===== src/rtl/ofdm_mod.sv =====
// ofdm_mod: writes one frequency-domain OFDM frame (pilots, BPSK data, zero bins) into a BSRAM for the IFFT.
// Define OFDM_MOD_HERMITIAN_EN to also write conjugate-mirrored bins so the IFFT output is purely real.
module ofdm_mod #(
    parameter int          FFT_N     = 256,
    parameter logic [15:0] AMPLITUDE = 16'h4000,
    parameter logic [10:0] BASE_ADDR = 11'd0
) (
    input  logic        clk,
    input  logic        rst,
    input  logic        start,
    input  logic [95:0] data,
    output logic        busy,
    output logic        done,
    output logic        ce,
    output logic        wre,
    output logic [10:0] ad,
    output logic [31:0] din
);
    localparam int              KW      = $clog2(FFT_N);
    localparam logic [15:0]     NEG_AMP = ~AMPLITUDE + 16'd1;
    localparam logic [KW-1:0]   K_LAST  = KW'(FFT_N - 1);

    typedef enum logic [1:0] {IDLE, WRITE, DONE} state_t;

    state_t        state_q, state_d;
    logic [KW-1:0] k_q, k_d, nk;
    logic [6:0]    j_q, j_d, j_nx;
    logic [95:0]   payload_q, payload_d;
    logic          busy_q, busy_d, done_q, done_d, ce_q, ce_d, wre_q, wre_d;
    logic [10:0]   ad_q, ad_d;
    logic [31:0]   din_q, din_d;
    logic          last, accept, issue, pilot_bin, data_bin, bit_b;
    logic [15:0]   re;

    function automatic logic is_pilot(input logic [KW-1:0] x);
        return x == KW'(21) || x == KW'(22) || x == KW'(55) || x == KW'(88) || x == KW'(121);
    endfunction

    function automatic logic in_band(input logic [KW-1:0] x);
        return x >= KW'(21) && x <= KW'(121);
    endfunction

    // Outputs are registered, so each cycle computes the bin that appears on the port next cycle.
    assign last   = k_q == K_LAST;
    assign nk     = k_q + KW'(1);
    assign accept = state_q != WRITE && start;
    assign issue  = state_q == WRITE && !last;
    assign bit_b  = payload_q[j_q ^ 7'd7];

`ifdef OFDM_MOD_HERMITIAN_EN
    logic [KW-1:0] mk;
    logic          mirror;
    assign mk        = -nk;
    assign mirror    = nk >= KW'(FFT_N - 121) && nk <= KW'(FFT_N - 21);
    assign pilot_bin = mirror ? is_pilot(mk) : is_pilot(nk);
    assign data_bin  = mirror ? !is_pilot(mk) : in_band(nk) && !is_pilot(nk);
    // Mirror side walks the payload backwards, starting from the last data bit.
    assign j_nx      = nk == KW'(FFT_N - 121) ? 7'd95 : !data_bin ? j_q : mirror ? j_q - 7'd1 : j_q + 7'd1;
`else
    assign pilot_bin = is_pilot(nk);
    assign data_bin  = in_band(nk) && !is_pilot(nk);
    assign j_nx      = data_bin ? j_q + 7'd1 : j_q;
`endif

    assign re = pilot_bin ? AMPLITUDE : data_bin ? (bit_b ? AMPLITUDE : NEG_AMP) : 16'h0;

    always_ff @(posedge clk) begin
        if (rst) begin
            state_q   <= IDLE;
            k_q       <= '0;
            j_q       <= '0;
            payload_q <= '0;
            busy_q    <= 1'b0;
            done_q    <= 1'b0;
            ce_q      <= 1'b0;
            wre_q     <= 1'b0;
            ad_q      <= '0;
            din_q     <= '0;
        end else begin
            state_q   <= state_d;
            k_q       <= k_d;
            j_q       <= j_d;
            payload_q <= payload_d;
            busy_q    <= busy_d;
            done_q    <= done_d;
            ce_q      <= ce_d;
            wre_q     <= wre_d;
            ad_q      <= ad_d;
            din_q     <= din_d;
        end
    end

    // DONE also accepts start so back-to-back frames have the done cycle as their only gap.
    always_comb begin
        state_d = state_q == WRITE ? (last ? DONE : WRITE) : (start ? WRITE : IDLE);
    end

    // Bin 0 is never a pilot, data or mirror bin, so the first write is always zero.
    always_comb begin
        payload_d = accept ? data : payload_q;
        k_d       = accept ? '0 : issue ? nk : k_q;
        j_d       = accept ? '0 : issue ? j_nx : j_q;
        ce_d      = accept || issue;
        wre_d     = accept || issue;
        busy_d    = accept || issue;
        done_d    = state_q == WRITE && last;
        ad_d      = accept ? BASE_ADDR : issue ? BASE_ADDR + 11'(nk) : ad_q;
        din_d     = accept ? 32'h0 : issue ? {re, 16'h0} : din_q;
    end

    assign busy = busy_q;
    assign done = done_q;
    assign ce   = ce_q;
    assign wre  = wre_q;
    assign ad   = ad_q;
    assign din  = din_q;
endmodule


===== config.mk =====
export PLATFORM = sky130hd
export DESIGN_NAME = ofdm_mod
export DESIGN_NICKNAME = d
export VERILOG_FILES = /design/src/rtl/ofdm_mod.sv
export SDC_FILE = /design/constraint.sdc
export NUM_CORES = 1
export LEC_CHECK = 0
export CAP_MARGIN = 20
export CORE_ASPECT_RATIO = 1.2
export CORE_MARGIN = 4
export CORE_UTILIZATION = 40
export CTS_BUF_LIST = sky130_fd_sc_hd__clkbuf_4
export DETAILED_ROUTE_END_ITERATION = 7
export PLACE_DENSITY = 0.67
export SETUP_SLACK_MARGIN = 0.15
export SYNTH_ARGS = -nofsm -noshare
export SYNTH_HDL_FRONTEND = slang
export SYNTH_SLANG_ARGS = --single-unit

===== constraint.sdc =====
create_clock -name clk -period 3.1 [get_ports clk]
set_input_delay 0.775 -clock clk [delete_from_list [all_inputs] [get_ports clk]]
set_output_delay 0.775 -clock clk [all_outputs]
set_load 0.02 [all_outputs]

## Word-level counts from Yosys, hierarchy flattened

Index checks and enable logic that the tools add are counted.
Widths: inputs -> output; s select.

- Multiplexer cells: 8
- Reduce and logical (&&, ||, !) cells: 14
- Divide/modulo/power cells: 0
- Multiply operators: 0
- Bitwise operators: 1
- Order comparisons: 3
- Add/sub/neg operators: 2
- Shifts and indexed selects: 0
- Eq/ne operators: 8

Operators with widths:

| cell | number |
|---|---|
| $mux 16 | 3 |
| $eq 8x5->1 const B | 2 |
| $eq 8x7->1 const B | 2 |
| $add 8x1->8 const B | 1 |
| $eq 8x6->1 const B | 1 |
| $eq 8x8->1 const B | 1 |
| $ge 8x5->1 const B | 1 |
| $le 8x7->1 const B | 1 |
| $lt 7x8->1 const B | 1 |
| $add 7x1->7 const B | 1 |
| $bmux 1 s7 | 1 |
| $logic_and 1x1->1 | 5 |
| $logic_or 1x1->1 | 5 |
| $mux 2 | 2 |
| $not 3->3 | 1 |
| $eq 2x1->1 const B | 1 |
| $logic_not 1->1 | 2 |
| $mux 1 | 2 |
| $ne 2x1->1 const B | 1 |
| $reduce_and 2->1 | 1 |
| $reduce_or 2->1 | 1 |

- Output and inout bits: 47
- Word-level logic and storage cells: 43
- Memory bits (read-only): 0
- Bits in latches: 0
- Memories kept: 0
- Flip-flop bits (word level): 131
- Bits in writable memories: 0

## Depth between registers and ports, before layout

- Depth after elaboration: 10
- Depth in mapped cells: 9
- Mapped depth without buffers: 9

## Worst setup path before layout

No wires, ideal clock.

- Path kind: register to register
- Start: register k_q[0]
- End: register din_q[31] (netlist: din[31])
- Path slack: 751 ps
- Required time: 2983 ps
- Cell stages (with the launch flop): 10
- Arrival: 2231 ps
- Clock period less this slack: 2349 ps
- Buffers on the path: 1
- Library setup time: 117 ps
- Cell sequence: dfxtp_1 ha_1 buf_2 and4_1 nand2_1 o2bb2ai_1 a31o_2 o22ai_2 nor3_1 a32o_1

- Word-level cells in the longest chain between the ends: 10
- Elaborated cells between the ends (all ways): 20

RTL lines:

| what | RTL line | source |
|---|---|---|
| from (decl) | 26 | `logic [KW-1:0] k_q, k_d, nk;` |
| from (signal assigned) | 81 | `k_q <= k_d;` |
| branches (longest 10 deep; another with $add 8x1->8) | - |  |
| to (signal assigned) | 89 | `din_q <= din_d;` |
| to (decl) | 31 | `logic [31:0] din_q, din_d;` |

Several ways; the timed one is not identified.
A chain may end at the register's enable or synchronous reset.

==> summary.md <==
| Metric | Value |
|---|---|
| Outcome | `finished clean` |
| Largest net degree at the start of global routing | `98` |
| TNS Setup | `0 ns` |
| Critical path's slowest cell | `clkdlybuf4s50_1` |
| Cell total after placement | `932` |
| DRT Wirelength | `14.37 mm` |
| Crit-path max cell delay | `0.62 ns` |
| Post-DP HPWL | `10.24 mm` |
| H-tree levels | `4` |
| Syn-to-layout area delta | `24.37%` |
| Unrepaired setup endpoints after global routing | `false` |
| Crit start category | `flop` |
| Port Buf Inserts | `112` |
| Slew @ Worst Pin | `0.6195 ns` |
| Hold depth | `2` |
| Num CTS Buffers | `17` |
| Cell count after synthesis | `693` |
| CTS tree | `done` |
| Kind of critical path | `reg2out` |
| Met2 usage | `30.97%` |
| First-pass detailed-route iteration total | `4` |
| Row cnt | `47` |
| Clk_skew | `0.02024 ns` |
| Vias in the first global route | `4,887` |
| Critical Path End Type | `output pin` |
| First-pass GRT wire length | `23.77 mm` |
| Clock transition at path regs | `0.10 ns` |
| Non-Filler Instances | `964` |
| # DRC | `0` |
| Final Power | `3227 uW` |
| #FFs+latches synth | `116` |
| Height of the chip | `139.3 microns` |
| Hold Vio Cnt, Final | `0` |
| Layout cells sized above 1 | `10.59%` |
| Cell Area, Placed | `6838 sq um` |
| Top_reg_cell synth | `dfxtp_1` |
| IO Count | `146` |
| Post-CTS setup repair buffer count | `0` |
| Post-CTS resize count | `0` |
| WP data arrival | `1.88 ns` |
| Max Cap Viol | `0` |
| Sequential share of the synthesized area | `40.43%` |
| Vias/cell | `5.135` |
| Clock root buffer | `clkbuf_4` |
| Async S/R FF share, synth | `0%` |
| Avg Cell Area, Syn | `8.289 sq um` |
| Synth unique cells | `59` |
| Nets | `885` |
| Hold_buf cts | `0` |
| Gp weighted congestion | `0.8159` |
| FF-to-FF path depth | `8` |
| Die X | `117.4 microns` |
| DRT iter0 DRCs | `262` |
| Crit-path max FO | `11` |
| Worst Path Required | `2.32 ns` |
| Fin util | `51.26%` |
| Met1 Usage GRT | `21.22%` |
| Grt ovf | `0` |
| Wire length per cell | `14.90 microns` |
| Period utilization | `85.72%` |
| Final instance area | `7144 sq um` |
| Routed Antenna Nets | `0` |
| ANT cells | `0` |
| Initial antenna violation count | `0` |
| All-Layer GR Usage | `17.59%` |
| Initial core utilization | `41.22%` |
| Post-synth EDFFs | `0` |
| Power per cell area | `451.7 nW/um^2` |
| Crit path cell chain | `buf_4 > clkdlybuf4s50_1` |
| Mapped cell area | `5744 sq um` |
| Max-slew violation count | `0` |
| Setup violators final | `0` |
| Worst min-delay path category | `reg2reg` |
| Die Footprint | `16,350 sq um` |
| Via count | `4,950` |
| Max Freq | `376.3 MHz` |
| Busiest grt layer | `met2` |
| Slew margin rel. | `58.55%` |
| Synth Warn # | `0` |
| Core area | `13,940 sq um` |
| Buffer levels on the longest clock path | `2` |
| Lkg Pwr | `0.002570 uW` |
| Peak supply drop | `0.2511 mV` |
| GR Util met3 | `4.748%` |
| Minimum clock period after layout | `2.657 ns` |
| CTS sink count | `116` |
| Clock latency on the worst-skew pair | `0.52 ns` |
| Filler instances | `1,320` |
-- report_power, final --
| group | switching (uW) | total, uW | internal (uW) |
|---|---|---|---|
| Sequential | 40.6 | 1610 | 1570 |
| Combinational | 229 | 444 | 215 |
| Clock | 609 | 1170 | 565 |
-- cell usage after synthesis (2+ instances only) --
| master | n | area (sq um) |
|---|---|---|
| and4_1 | 2 | 17.52 |
| a211oi_1 | 2 | 15.01 |
| ha_1 | 6 | 75.07 |
| nor2b_1 | 2 | 12.51 |
| buf_1 | 4 | 15.01 |
| mux4_2 | 25 | 563.0 |
| and2_1 | 2 | 12.51 |
| o21ai_0 | 6 | 30.03 |
| nor3_1 | 10 | 50.05 |
| inv_1 | 7 | 26.28 |
| nor4b_1 | 2 | 17.52 |
| a2111oi_0 | 2 | 17.52 |
| a32o_1 | 2 | 20.02 |
| mux2i_1 | 11 | 110.1 |
| o31a_1 | 2 | 17.52 |
| nand3_1 | 6 | 30.03 |
| buf_6 | 2 | 22.52 |
| xnor2_1 | 5 | 43.79 |
| nand2_1 | 216 | 810.8 |
| mux2_2 | 2 | 22.52 |
| buf_4 | 39 | 292.8 |
| nand2b_1 | 6 | 37.54 |
| nand3b_1 | 2 | 15.01 |
| clkbuf_1 | 36 | 135.1 |
| dfxtp_1 | 116 | 2322 |
| a2bb2oi_1 | 2 | 17.52 |
| or3_1 | 5 | 31.28 |
| o22a_1 | 3 | 26.28 |
| o21ai_1 | 2 | 10.01 |
| nand4_1 | 5 | 31.28 |
| o211ai_1 | 2 | 15.01 |
| a21oi_1 | 111 | 555.5 |
| a31oi_1 | 4 | 25.02 |
| buf_2 | 8 | 40.04 |
| nor2_1 | 12 | 45.04 |
-- final timing paths --
path / from / to / slack, ns
min: payload_q[36] / payload_q[36] / 0.46
max: k_q[4] / ad[4] / 0.44
max reg2reg: k_q[1] / j_q[0] / 0.50
min reg2reg: payload_q[36] / payload_q[36] / 0.46
-- layout by cell type (no fill, tap or decap), types with 7 or more instances in the layout --
| master | netlist | routed |
|---|---|---|
| mux2i_1 | 11 | 11 |
| nor3_1 | 10 | 10 |
| a21oi_1 | 111 | 111 |
| dfxtp_1 | 116 | 115 |
| conb_1 | 1 | 33 |
| clkbuf_4 | 0 | 17 |
| buf_4 | 39 | 11 |
| inv_1 | 7 | 7 |
| clkdlybuf4s50_1 | 0 | 111 |
| mux4_2 | 25 | 25 |
| nand2_1 | 216 | 215 |
| nor2_1 | 12 | 12 |
-- metal layers --
layer	share of wire, %	wire, microns
met1	43	6193
met4	1.1	159
met3	5.2	750
met2	51	7262
met5	0	0
-- worst max-delay path, delay by kind of cell, from the launching register on --
family / cells / cell delay, ns
buffers and inverters: 2 / 0.87
flip-flops: 1 / 0.50
-- flip-flops by register name, summed over array words and instances, names as in the netlist --
name and flops:
state_q 1, done 1, j_q 7, wre 1, payload_q 96, k_q 8
din 2
-- logic make-up after synthesis --
logic type	Yosys count	synth area share (%)
simple gates	281	21.13
compound gates	149	14.75
flops	116	40.43
buf+inv	96	9.257
mux	39	12.31
fa+ha+maj	6	1.307
xor+xnor	5	0.7623
other cells	1	0.06528
-- metrics by stage --
step                      hold slack, ns  setup WS (ns)
final                             0.4587         0.4427
after global routing              0.4720         0.2778
after CTS                         0.4611         0.3941
after detailed placement          0.4458         0.5292
after global placement            0.4399         0.5775
after floorplan                   0.4331         0.7513
-- area by class of cell --
class / count / area, sq um / share of cell area, %
sequential: 116 / 2323 / 32.52
clock buffer: 17 / 127.6 / 1.786
tap: 171 / 214.0 / 2.995
clock inverter: 15 / 178.9 / 2.504
timing repair buffer: 125 / 1254 / 17.55
multi-input combinational: 513 / 3020 / 42.28
inverter: 7 / 26.28 / 0.3678
No activity file was read; power rests on OpenSTA's default activity.
